$ cat config.mk
export PLATFORM = sky130hd
export DESIGN_NAME = load_txn_gen_flat
export DESIGN_NICKNAME = d
export VERILOG_FILES = /design/src/rtl/load_txn_gen_pkg.sv /design/src/rtl/load_txn_gen_if.sv /design/src/rtl/load_txn_gen_burst_calc.sv /design/src/rtl/load_txn_gen.sv /design/src/flat_wrapper.sv
export SDC_FILE = /design/constraint.sdc
export NUM_CORES = 1
export LEC_CHECK = 0
export CORE_MARGIN = 2
export CORE_UTILIZATION = 47
export CTS_CLUSTER_DIAMETER = 200
export DETAILED_ROUTE_END_ITERATION = 8
export MAX_ROUTING_LAYER = met4
export PLACE_DENSITY = 0.79
export SETUP_SLACK_MARGIN = 0.02
export SLEW_MARGIN = 20
export SYNTH_ARGS = -nofsm -noshare
export SYNTH_HDL_FRONTEND = slang
export SYNTH_SLANG_ARGS = --single-unit
$ cat constraint.sdc
create_clock -name clk_i -period 8.8 [get_ports clk_i]
set_input_delay 0.88 -clock clk_i [delete_from_list [all_inputs] [get_ports clk_i]]
set_output_delay 0.88 -clock clk_i [all_outputs]
set_load 0.01 [all_outputs]
$ cat src/rtl/load_txn_gen_pkg.sv
// Shared types and constants for the vector-load request generator.
package vlsu_pkg;

  localparam int unsigned PAGE_BYTES     = 4096;
  localparam logic [1:0]  AXI_BURST_INCR = 2'b01;

  // Fixed maxima for the txn record; the top slices these down to its parameterised widths.
  localparam int unsigned LDGEN_OFF_W   = 12;
  localparam int unsigned LDGEN_BYTES_W = 32;

  typedef enum logic [1:0] {
    LDGEN_IDLE,
    LDGEN_ISSUE,
    LDGEN_DONE
  } ldgen_state_e;

  typedef struct packed {
    logic [LDGEN_OFF_W-1:0]   offset;
    logic [LDGEN_BYTES_W-1:0] bytes;
    logic                     last;
  } ldgen_txn_t;

endpackage

$ cat src/rtl/load_txn_gen_if.sv
// Request, AXI AR and transaction-control signals of load_txn_gen.
interface load_txn_gen_if #(
  parameter int unsigned AxiDataWidth  = 256,
  parameter int unsigned AxiAddrWidth  = 64,
  parameter int unsigned AxiIdWidth    = 4,
  parameter int unsigned ReqBytesWidth = 16
);
  localparam int unsigned BusBSize = $clog2(AxiDataWidth / 8);

  logic                     req_valid_i;
  logic                     req_ready_o;
  logic [AxiAddrWidth-1:0]  req_addr_i;
  logic [ReqBytesWidth-1:0] req_bytes_i;
  logic [AxiIdWidth-1:0]    req_id_i;

  logic                     ar_valid_o;
  logic                     ar_ready_i;
  logic [AxiAddrWidth-1:0]  ar_addr_o;
  logic [7:0]               ar_len_o;
  logic [2:0]               ar_size_o;
  logic [1:0]               ar_burst_o;
  logic [AxiIdWidth-1:0]    ar_id_o;

  logic                     txn_valid_o;
  logic                     txn_ready_i;
  logic [BusBSize-1:0]      txn_offset_o;
  logic [ReqBytesWidth-1:0] txn_bytes_o;
  logic                     txn_last_o;

  logic                     r_last_hs_i;
  logic                     req_done_o;

  modport master (
    input  req_valid_i, req_addr_i, req_bytes_i, req_id_i,
    input  ar_ready_i, txn_ready_i, r_last_hs_i,
    output req_ready_o, ar_valid_o, ar_addr_o, ar_len_o, ar_size_o, ar_burst_o, ar_id_o,
    output txn_valid_o, txn_offset_o, txn_bytes_o, txn_last_o, req_done_o
  );

  modport slave (
    output req_valid_i, req_addr_i, req_bytes_i, req_id_i,
    output ar_ready_i, txn_ready_i, r_last_hs_i,
    input  req_ready_o, ar_valid_o, ar_addr_o, ar_len_o, ar_size_o, ar_burst_o, ar_id_o,
    input  txn_valid_o, txn_offset_o, txn_bytes_o, txn_last_o, req_done_o
  );

endinterface

$ cat src/rtl/load_txn_gen_burst_calc.sv
// Combinational burst sizing: chunk limited by remaining bytes, 4 KiB page and MaxBurstLen.
module ldgen_burst_calc
  import vlsu_pkg::*;
#(
  parameter int unsigned AxiDataWidth  = 256,
  parameter int unsigned ReqBytesWidth = 16,
  parameter int unsigned MaxBurstLen   = 256
) (
  input  logic [11:0]              addr_lo,
  input  logic [ReqBytesWidth-1:0] rem,
  output logic [7:0]               ar_len,
  output ldgen_txn_t               txn
);

  localparam int unsigned BusBytes = AxiDataWidth / 8;
  localparam int unsigned BusBSize = $clog2(BusBytes);
  localparam int unsigned CalcW    = (ReqBytesWidth > 24 ? ReqBytesWidth : 24) + 1;
  localparam logic [CalcW-1:0] MaxBurstBytes = CalcW'(MaxBurstLen * BusBytes);

  logic [BusBSize-1:0] off;
  logic [12:0]         to4k;
  logic [CalcW-1:0]    off_w, rem_w, to4k_w, maxb_w, chunk_w, end_w, beats_w;

  always_comb begin
    off     = addr_lo[BusBSize-1:0];
    to4k    = 13'(PAGE_BYTES) - {1'b0, addr_lo};
    off_w   = CalcW'(off);
    rem_w   = CalcW'(rem);
    to4k_w  = CalcW'(to4k);
    maxb_w  = MaxBurstBytes - off_w;

    chunk_w = rem_w;
    if (to4k_w < chunk_w) chunk_w = to4k_w;
    if (maxb_w < chunk_w) chunk_w = maxb_w;

    end_w   = off_w + chunk_w + CalcW'(BusBytes - 1);
    beats_w = end_w >> BusBSize;
    ar_len  = 8'(beats_w - CalcW'(1));

    txn        = '0;
    txn.offset = LDGEN_OFF_W'(off);
    txn.bytes  = LDGEN_BYTES_W'(chunk_w);
    txn.last   = (chunk_w == rem_w);
  end

endmodule

$ cat src/rtl/load_txn_gen.sv
// Splits a vector-load request into 4 KiB-safe AXI INCR bursts with a forked AR/txn handshake.
// Optional burst-credit limit on AR issue: define RIVA_LDGEN_OUTSTANDING_LIMIT_EN.
module load_txn_gen
  import vlsu_pkg::*;
#(
  parameter int unsigned AxiDataWidth   = 256,
  parameter int unsigned AxiAddrWidth   = 64,
  parameter int unsigned AxiIdWidth     = 4,
  parameter int unsigned ReqBytesWidth  = 16,
  parameter int unsigned MaxBurstLen    = 256,
  parameter int unsigned MaxOutstanding = 8
) (
  input logic            clk_i,
  input logic            rst_ni,
  load_txn_gen_if.master bus
);

  localparam int unsigned BusBytes = AxiDataWidth / 8;
  localparam int unsigned BusBSize = $clog2(BusBytes);

  if (MaxBurstLen < 1 || MaxBurstLen > 256 || MaxOutstanding < 1 ||
      BusBSize > LDGEN_OFF_W || ReqBytesWidth >= LDGEN_BYTES_W) begin : g_bad_cfg
    $error("load_txn_gen: unsupported parameter set");
  end

  ldgen_state_e             state_q, state_d;
  logic [AxiAddrWidth-1:0]  addr_q, addr_d;
  logic [ReqBytesWidth-1:0] rem_q, rem_d;
  logic [AxiIdWidth-1:0]    id_q, id_d;
  logic                     ar_done_q, ar_done_d;
  logic                     txn_done_q, txn_done_d;

  logic                     req_ready, req_done;
  logic                     ar_valid, txn_valid, ar_hs, txn_hs;
  logic                     credit_full;
  logic                     issuing;

  logic [7:0]               calc_len;
  ldgen_txn_t               calc_txn;
  logic [ReqBytesWidth-1:0] chunk;
  logic                     unused_calc;

  ldgen_burst_calc #(
    .AxiDataWidth (AxiDataWidth),
    .ReqBytesWidth(ReqBytesWidth),
    .MaxBurstLen  (MaxBurstLen)
  ) u_calc (
    .addr_lo(addr_q[11:0]),
    .rem    (rem_q),
    .ar_len (calc_len),
    .txn    (calc_txn)
  );

  assign chunk       = calc_txn.bytes[ReqBytesWidth-1:0];
  assign unused_calc = ^calc_txn;

`ifdef RIVA_LDGEN_OUTSTANDING_LIMIT_EN
  localparam int unsigned CreditW = $clog2(MaxOutstanding + 1);
  logic [CreditW-1:0] credit_q;
  logic               credit_dec;

  // A release pulse with no credit outstanding is spurious and ignored.
  assign credit_dec = bus.r_last_hs_i && (credit_q != '0);

  always_ff @(posedge clk_i or negedge rst_ni) begin
    if (!rst_ni) begin
      credit_q <= '0;
    end else if (ar_hs && !credit_dec) begin
      credit_q <= credit_q + CreditW'(1);
    end else if (!ar_hs && credit_dec) begin
      credit_q <= credit_q - CreditW'(1);
    end
  end

  assign credit_full = (credit_q == CreditW'(MaxOutstanding));
`else
  logic unused_r_last;
  assign unused_r_last = bus.r_last_hs_i;
  assign credit_full   = 1'b0;
`endif

  always_ff @(posedge clk_i or negedge rst_ni) begin
    if (!rst_ni) begin
      state_q    <= LDGEN_IDLE;
      addr_q     <= '0;
      rem_q      <= '0;
      id_q       <= '0;
      ar_done_q  <= 1'b0;
      txn_done_q <= 1'b0;
    end else begin
      state_q    <= state_d;
      addr_q     <= addr_d;
      rem_q      <= rem_d;
      id_q       <= id_d;
      ar_done_q  <= ar_done_d;
      txn_done_q <= txn_done_d;
    end
  end

  always_comb begin
    state_d    = state_q;
    addr_d     = addr_q;
    rem_d      = rem_q;
    id_d       = id_q;
    ar_done_d  = ar_done_q;
    txn_done_d = txn_done_q;
    req_ready  = 1'b0;
    req_done   = 1'b0;
    ar_valid   = 1'b0;
    txn_valid  = 1'b0;
    ar_hs      = 1'b0;
    txn_hs     = 1'b0;

    unique case (state_q)
      LDGEN_IDLE: begin
        req_ready = 1'b1;
        if (bus.req_valid_i) begin
          addr_d     = bus.req_addr_i;
          rem_d      = bus.req_bytes_i;
          id_d       = bus.req_id_i;
          ar_done_d  = 1'b0;
          txn_done_d = 1'b0;
          state_d    = (bus.req_bytes_i == '0) ? LDGEN_DONE : LDGEN_ISSUE;
        end
      end
      LDGEN_ISSUE: begin
        ar_valid  = !ar_done_q && !credit_full;
        txn_valid = !txn_done_q;
        ar_hs     = ar_valid && bus.ar_ready_i;
        txn_hs    = txn_valid && bus.txn_ready_i;
        // Burst retires once both branches have handshaken, in this cycle or earlier.
        if ((ar_done_q || ar_hs) && (txn_done_q || txn_hs)) begin
          addr_d     = addr_q + AxiAddrWidth'(chunk);
          rem_d      = rem_q - chunk;
          ar_done_d  = 1'b0;
          txn_done_d = 1'b0;
          if (calc_txn.last) state_d = LDGEN_DONE;
        end else begin
          ar_done_d  = ar_done_q || ar_hs;
          txn_done_d = txn_done_q || txn_hs;
        end
      end
      LDGEN_DONE: begin
        req_done = 1'b1;
        state_d  = LDGEN_IDLE;
      end
      default: state_d = LDGEN_IDLE;
    endcase
  end

  assign issuing = (state_q == LDGEN_ISSUE);

  assign bus.req_ready_o  = req_ready;
  assign bus.req_done_o   = req_done;
  assign bus.ar_valid_o   = ar_valid;
  assign bus.ar_addr_o    = issuing ? {addr_q[AxiAddrWidth-1:BusBSize], {BusBSize{1'b0}}} : '0;
  assign bus.ar_len_o     = issuing ? calc_len : '0;
  assign bus.ar_size_o    = 3'(BusBSize);
  assign bus.ar_burst_o   = AXI_BURST_INCR;
  assign bus.ar_id_o      = issuing ? id_q : '0;
  assign bus.txn_valid_o  = txn_valid;
  assign bus.txn_offset_o = issuing ? calc_txn.offset[BusBSize-1:0] : '0;
  assign bus.txn_bytes_o  = issuing ? chunk : '0;
  assign bus.txn_last_o   = issuing && calc_txn.last;

  logic [AxiAddrWidth:0] req_end;
  assign req_end = {1'b0, bus.req_addr_i} + (AxiAddrWidth + 1)'(bus.req_bytes_i);

  // Requests running past the top of the address space are not supported.
  a_no_wrap: assert property (@(posedge clk_i) disable iff (!rst_ni)
    (bus.req_valid_i && req_ready) |-> (!req_end[AxiAddrWidth] || req_end[AxiAddrWidth-1:0] == '0));

endmodule
$ cat src/flat_wrapper.sv
// flat-port wrapper written by rule: the top's interface ports become plain ports
module load_txn_gen_flat import vlsu_pkg::*;
#(
  parameter int unsigned AxiDataWidth   = 256,
  parameter int unsigned AxiAddrWidth   = 64,
  parameter int unsigned AxiIdWidth     = 4,
  parameter int unsigned ReqBytesWidth  = 16,
  parameter int unsigned MaxBurstLen    = 256,
  parameter int unsigned MaxOutstanding = 8
)
  (clk_i, rst_ni, bus_req_valid_i, bus_req_addr_i, bus_req_bytes_i, bus_req_id_i, bus_ar_ready_i, bus_txn_ready_i, bus_r_last_hs_i, bus_req_ready_o, bus_ar_valid_o, bus_ar_addr_o, bus_ar_len_o, bus_ar_size_o, bus_ar_burst_o, bus_ar_id_o, bus_txn_valid_o, bus_txn_offset_o, bus_txn_bytes_o, bus_txn_last_o, bus_req_done_o);
  load_txn_gen_if #(.AxiDataWidth(AxiDataWidth), .AxiAddrWidth(AxiAddrWidth), .AxiIdWidth(AxiIdWidth), .ReqBytesWidth(ReqBytesWidth)) bus_i ();
  input logic clk_i;
  input logic rst_ni;
  input wire logic [$bits(bus_i.req_valid_i)-1:0] bus_req_valid_i;
  input wire logic [$bits(bus_i.req_addr_i)-1:0] bus_req_addr_i;
  input wire logic [$bits(bus_i.req_bytes_i)-1:0] bus_req_bytes_i;
  input wire logic [$bits(bus_i.req_id_i)-1:0] bus_req_id_i;
  input wire logic [$bits(bus_i.ar_ready_i)-1:0] bus_ar_ready_i;
  input wire logic [$bits(bus_i.txn_ready_i)-1:0] bus_txn_ready_i;
  input wire logic [$bits(bus_i.r_last_hs_i)-1:0] bus_r_last_hs_i;
  output wire logic [$bits(bus_i.req_ready_o)-1:0] bus_req_ready_o;
  output wire logic [$bits(bus_i.ar_valid_o)-1:0] bus_ar_valid_o;
  output wire logic [$bits(bus_i.ar_addr_o)-1:0] bus_ar_addr_o;
  output wire logic [$bits(bus_i.ar_len_o)-1:0] bus_ar_len_o;
  output wire logic [$bits(bus_i.ar_size_o)-1:0] bus_ar_size_o;
  output wire logic [$bits(bus_i.ar_burst_o)-1:0] bus_ar_burst_o;
  output wire logic [$bits(bus_i.ar_id_o)-1:0] bus_ar_id_o;
  output wire logic [$bits(bus_i.txn_valid_o)-1:0] bus_txn_valid_o;
  output wire logic [$bits(bus_i.txn_offset_o)-1:0] bus_txn_offset_o;
  output wire logic [$bits(bus_i.txn_bytes_o)-1:0] bus_txn_bytes_o;
  output wire logic [$bits(bus_i.txn_last_o)-1:0] bus_txn_last_o;
  output wire logic [$bits(bus_i.req_done_o)-1:0] bus_req_done_o;
  assign bus_i.req_valid_i = bus_req_valid_i;
  assign bus_i.req_addr_i = bus_req_addr_i;
  assign bus_i.req_bytes_i = bus_req_bytes_i;
  assign bus_i.req_id_i = bus_req_id_i;
  assign bus_i.ar_ready_i = bus_ar_ready_i;
  assign bus_i.txn_ready_i = bus_txn_ready_i;
  assign bus_i.r_last_hs_i = bus_r_last_hs_i;
  assign bus_req_ready_o = bus_i.req_ready_o;
  assign bus_ar_valid_o = bus_i.ar_valid_o;
  assign bus_ar_addr_o = bus_i.ar_addr_o;
  assign bus_ar_len_o = bus_i.ar_len_o;
  assign bus_ar_size_o = bus_i.ar_size_o;
  assign bus_ar_burst_o = bus_i.ar_burst_o;
  assign bus_ar_id_o = bus_i.ar_id_o;
  assign bus_txn_valid_o = bus_i.txn_valid_o;
  assign bus_txn_offset_o = bus_i.txn_offset_o;
  assign bus_txn_bytes_o = bus_i.txn_bytes_o;
  assign bus_txn_last_o = bus_i.txn_last_o;
  assign bus_req_done_o = bus_i.req_done_o;
  load_txn_gen #(.AxiDataWidth(AxiDataWidth), .AxiAddrWidth(AxiAddrWidth), .AxiIdWidth(AxiIdWidth), .ReqBytesWidth(ReqBytesWidth), .MaxBurstLen(MaxBurstLen), .MaxOutstanding(MaxOutstanding)) u_core (.clk_i(clk_i), .rst_ni(rst_ni), .bus(bus_i));
endmodule
**Word level (Yosys, flattened, before mapping)**

Index checks and enable logic that the tools add are counted.

- Flip-flop bits (word level): 88
- Input bits: 90
- Output and inout port bits: 107
- Word-level logic and storage cells: 63

- Add/sub/neg operators: 7
- Magnitude comparators: 2
- Eq/ne operators: 6
- Muxes and demuxes: 27
- Reductions and logical operators: 15

Operators by type and width:

| operator | count |
|---|---|
| $mux W64 | 3 |
| $pmux W64 S2 | 1 |
| $add A64 B16 Y64 | 1 |
| $mux W16 | 4 |
| $pmux W16 S2 | 1 |
| $eq A25 B16 Y1 | 1 |
| $lt A25 B25 Y1 | 1 |
| $mux W25 | 1 |
| $logic_not A16 Y1 | 1 |
| $lt A13 B16 Y1 | 1 |
| $sub A16 B16 Y16 | 1 |
| $sub A14 B5 Y15 const A | 1 |
| $add A13 B5 Y13 const B | 1 |
| $add A5 B13 Y13 | 1 |
| $sub A13 B12 Y13 const A | 1 |
| $mux W2 | 4 |
| $mux W8 | 1 |
| $sub A8 B1 Y8 const B | 1 |
| $mux W1 | 7 |
| $ne A2 B2 Y1 const B | 3 |
| $reduce_and A3 Y1 | 2 |
| $mux W5 | 1 |
| $logic_and A1 B1 Y1 | 4 |
| $mux W4 | 1 |
| other kinds (9) | 13 |

**Longest topological paths before layout**

- Depth after elaboration: 9
- Gate-level depth with buffers: 41
- Depth with buffers taken out: 38

**Cells and area by module**

From an unflattened synthesis, not the netlist that was laid out.

- Cell total of the unflattened synthesis: 1230
- Area, all modules: 9456.6 µm²

By module, submodules not included:

| module | instances | cells each | area each (µm²) |
|---|---|---|---|
| load_txn_gen | 1 | 914 | 7119.3 |
| ldgen_burst_calc | 1 | 316 | 2337.2 |

**Worst setup path after synthesis**

No wires, ideal clock.

- Path type: register to output
- Start point: register u_core.addr_q[1]
- End point: output bus_ar_len_o[4]
- Data arrival time: 7.862 ns
- Required time: 7.920 ns
- Slack: 0.058 ns
- Stages on the path, launching flop included: 39
- Path through: dfrtp_1 > inv_1 > ha_1 > nand2_1 > nor3_2 > inv_2 > nor3_1 > xnor2_1 > ha_1 > a21oi_1 > nor2_1 > a211oi_1 > a21oi_4 > mux2i_1 > ha_1 > a21o_1 > a21o_1 > a211oi_1 > (+3 left out) > buf_1 > nor2_1 > a21oi_1 > ha_1 > inv_1 > ha_1 > nor3b_1 > o21ai_0 > nand2b_1 > a21oi_1 > inv_1 > a21oi_1 > or2_1 > nand2_1 > ha_1 > or3_1 > o21a_1 > mux2_4

- Cells in the longest elaborated chain, start to end: 9
- Elaborated cells between the ends (all ways): 10
- Classes of those cells: add/sub: 5; order compare: 2; mux: 3

RTL lines:

| element | line | RTL |
|---|---|---|
| start: declaration | load_txn_gen.sv:27 | `logic [AxiAddrWidth-1:0] addr_q, addr_d;` |
| start signal: assignment | load_txn_gen.sv:92 | `addr_q <= addr_d;` |
| $sub A13 B12 Y13 | load_txn_gen_burst_calc.sv:26 | `to4k = 13'(PAGE_BYTES) - {1'b0, addr_lo};` |
| $lt A13 B16 Y1 | load_txn_gen_burst_calc.sv:33 | `if (to4k_w < chunk_w) chunk_w = to4k_w;` |
| $mux W16 | load_txn_gen_burst_calc.sv:33 |  |
| $lt A25 B25 Y1 | load_txn_gen_burst_calc.sv:34 | `if (maxb_w < chunk_w) chunk_w = maxb_w;` |
| $mux W25 | load_txn_gen_burst_calc.sv:34 |  |
| $add A5 B13 Y13 * | load_txn_gen_burst_calc.sv:36 | `end_w = off_w + chunk_w + CalcW'(BusBytes - 1);` |
| $add A13 B5 Y13 * | load_txn_gen_burst_calc.sv:36 |  |
| $sub A8 B1 Y8 * | load_txn_gen_burst_calc.sv:38 | `ar_len = 8'(beats_w - CalcW'(1));` |
| $mux W8 * | load_txn_gen.sv:157 | `assign bus.ar_len_o = issuing ? calc_len : '0;` |
| end: declaration | flat_wrapper.sv:25 | `output wire logic [$bits(bus_i.ar_len_o)-1:0] bus_ar_len_o;` |

Every way passes the cells marked *; elsewhere a longest branch is shown, timed or not.

**Worst setup path after layout**

- Start point: register u_core.addr_q[0]
- End point: output bus_ar_len_o[4]

The elaborated chain is that of the path after synthesis.

==> flow_metrics.py <==
metrics = {
    "timing": {
        "maxSlewViolCount": 0,
        "rsz0062_at_grt": "yes",
        "tns_ns": 0,
        "hold_viol_final": 0,
        "finalCritPeriodShare": 0.959,
        "worstMarginPinSlew_ns": 0.864,
        "finalSetupViolations": 0,
        "max_slew_margin": 0.424,
        "skew_ns": 0.0202,
        "fin_crit_ns": 8.44,
        "fmax_mhz": 119,
    },
    "placement": {
        "placed_cell_area_um2": 10500,
        "gp_congestion": 0.976,
        "numPortBuffers": 183,
        "hpwl_um": 19700,
    },
    "critical_path": {
        "cp.arrival_ns": 7.56,
        "cpMostUsedCell": "ha_1",
        "cp_max_fo": 9,
        "required_ns": 7.92,
        "crit_type": "reg2out",
        "critPathSlowestCell": "dfrtp_2",
        "max_stage_delay_ns": 0.45,
        "critPathCaptureType": "output pin",
        "cp-start-kind": "flop",
    },
    "yosys": {
        "synthTopCellsByArea": "dfrtp_1 (26%), ha_1 (10%), a21oi_1 (6.5%)",
        "syn-mean-instance-area_um2": 7.63,
        "ys.warnings.count": 0,
        "synth_cell_types": 75,
        "ys.flop_type": "dfrtp_1",
        "synth-async-reset-ratio": 1.00,
        "yosys.area.top_type": "dfrtp_1",
        "synth-seq-cells": 88,
        "yosysSeqAreaShare": 0.262,
        "postSynthCellCount": 1103,
        "netlist_area_um2": 8410,
        "synth_edf_count": 0,
        "synth_top_area_share": 0.262,
    },
    "route": {
        "dr.pass1.iters": 5,
        "ant_nets": 0,
        "drt_iter0_markers": 672,
        "dr_total_vias": 8814,
        "via_per_inst": 5.85,
        "wire_per_inst_um": 17.6,
        "wl_um": 26600,
        "drc": 0,
    },
    "global_routing": {
        "grt_pass1_wl_um": 42000,
        "antenna_found_initial": 1,
        "grt_usage": 0.288,
        "grt-ovfl-total": 0,
        "grt_max_degree": 81,
        "grt_pass1_vias": 8165,
    },
    "die": {
        "core_area_um2": 17400,
        "rows": 48,
        "initial_utilization": 0.483,
        "dieArea_um2": 19000,
        "top_level_ports": 197,
        "floorplan.die.width_um": 138,
        "die-height_um": 138,
    },
    "power": {
        "p_leak_nw": 4.70,
        "vdd_drop_max_mv": 0.376,
        "power_density_nw_per_um2": 479,
    },
    "min_path": {
        "hold_path.class": "in2async",
    },
    "final_layout": {
        "multiInputGateArea_um2": 5840,
        "fillerInstances": 1542,
        "regArea_um2": 2210,
        "finalInstanceArea_um2": 11000,
        "areaGrowthSynthToFinish_pct": 30.4,
        "drive_above_1_share": 0.0804,
        "num-nets-final": 1437,
    },
    "run_status": {
        "status": "finished clean",
    },
    "clock_tree": {
        "cts_max_level": 3,
        "cts_buffers": 9,
        "cts.clk_slew.worst_paths_ns": 0.07,
        "hold_buffers": 0,
        "cts_tree": "done",
        "clock_latency_ns": 0.36,
        "cts.sinks": 88,
        "clock_path_buffers": 2,
        "root_buffer": "clkbuf_16",
    },
    "flow_run": {
        "drv_cap": 0,
    },
}
[critical path, delay by kind of cell (launching register included)]
kind	cells	cell delay, ns
compound gates	11	1.83
simple gates	13	1.73
fa+ha+maj	6	1.49
buf+inv	8	1.06
mux	2	0.53
flops	1	0.45
xor+xnor	1	0.11
[report_power, final]
group          switching (mW)  internal [mW]  leakage, nW
combinational            2.15           1.85         3.56
clock                   0.191          0.197        0.132
sequential              0.252          0.608         1.00
total                    2.60           2.66         4.70
[sequential cells by signal, indices dropped and copies added (netlist names)]
signal             cells
u_core.state_q         2
u_core.addr_q         64
u_core.id_q            4
u_core.txn_done_q      1
u_core.rem_q          16
u_core.ar_done_q       1
[routing by layer]
metal	vias up	wire length [um]	track usage
met5	-	0	-
met4	0	677	0.0964
met3	53	2030	0.0541
met2	338	12300	0.450
met1	4159	11500	0.376
li1	4264	-	-
[final cells by class]
type,count,share of cell area
Multi-Input combinational cell,897,0.532
Sequential cell,88,0.201
Timing Repair Buffer,219,0.193
Tap cell,225,0.0257
Inverter,61,0.0209
Clock buffer,9,0.0205
Clock inverter,7,0.00593
Antenna cell,1,0.000228
[synthesized netlist by cell type (7+ instances only)]
cell and count:
a211oi_1 12, a21o_1 19, a21oi_1 110, a31oi_1 16
and2_1 59, and3_1 14, buf_4 13, clkbuf_1 53
dfrtp_1 88, ha_1 69, inv_1 54, mux2i_1 21
nand2_1 104, nand2b_1 7, nand3_1 41, nand4_1 29
nor2_1 130, nor2b_1 10, nor3_1 16, nor4_1 14
o21a_1 8, o21ai_0 26, o21ai_1 19, o22a_1 14
o22ai_1 14, xnor2_1 23, xor2_1 13
[cells by family (layout without fill, tap and decap cells)]
| family | after synthesis | after routing | share of synthesized area |
|---|---|---|---|
| and+or+nand+nor | 443 | 443 | 0.254 |
| muxes | 31 | 31 | 0.0410 |
| adders and majority gates | 71 | 71 | 0.107 |
| xor gates and xnor gates | 36 | 36 | 0.0375 |
| DFF | 88 | 88 | 0.262 |
| other | 2 | 17 | 0.000893 |
| AOI/OAI and AO/OA | 300 | 300 | 0.232 |
| buffers and inverters | 132 | 296 | 0.0648 |
[final timing paths]
path	from	to	slack (ns)	cells past startpoint
max reg2reg	u_core.addr_q[0]	u_core.addr_q[48]	0.84	40
min in group clk_i	u_core.id_q[0]	u_core.id_q[0]	0.46	2
max	u_core.addr_q[0]	bus_ar_len_o[4]	0.36	41
min	rst_ni	u_core.id_q[3]	0.43	1
max in group asynchronous	rst_ni	u_core.addr_q[6]	7.14	2
min reg2reg	u_core.id_q[0]	u_core.id_q[0]	0.46	2
[cells in the final DEF, fill, tap and decap left out, types with 14 or more instances in the layout]
| cell type | instances |
|---|---|
| clkdlybuf4s50_1 | 178 |
| nor4_1 | 14 |
| o21ai_0 | 25 |
| nand4_1 | 29 |
| mux2i_1 | 17 |
| nand2_1 | 102 |
| a21oi_1 | 107 |
| a21o_1 | 19 |
| nand3_1 | 41 |
| o22a_1 | 14 |
| ha_1 | 68 |
| xnor2_1 | 21 |
| a31oi_1 | 16 |
| and3_1 | 14 |
| and2_1 | 58 |
| inv_1 | 54 |
| o21ai_1 | 20 |
| o22ai_1 | 14 |
| buf_4 | 35 |
| nor3_1 | 15 |
| dfrtp_1 | 84 |
| conb_1 | 16 |
| nor2_1 | 129 |
[repair_timing]
action / CTS / global route
resized for setup: 11 / 22
setup endpoints to repair: 2 / 6
buffers inserted: 3 / 2
pin swaps: 1 / 4
endpoints found under the hold margin: 0 / 0
[through the flow]
stage / setup WS (ns) / total power, mW / utilization / hold slack, ns / cells
floorplan: 0.0578 / 3.40 / - / 0.437 / 1117
global placement: 0.434 / 4.62 / 0.604 / 0.451 / 1485
detailed placement: 0.281 / 4.71 / 0.604 / 0.455 / 1485
CTS: 0.0294 / 5.15 / 0.623 / 0.438 / 1504
global route: -0.0792 / 5.72 / 0.630 / 0.455 / 1507
finish: 0.362 / 5.25 / 0.630 / 0.426 / 1507
Note: power is estimated with default switching activity, not from simulation.
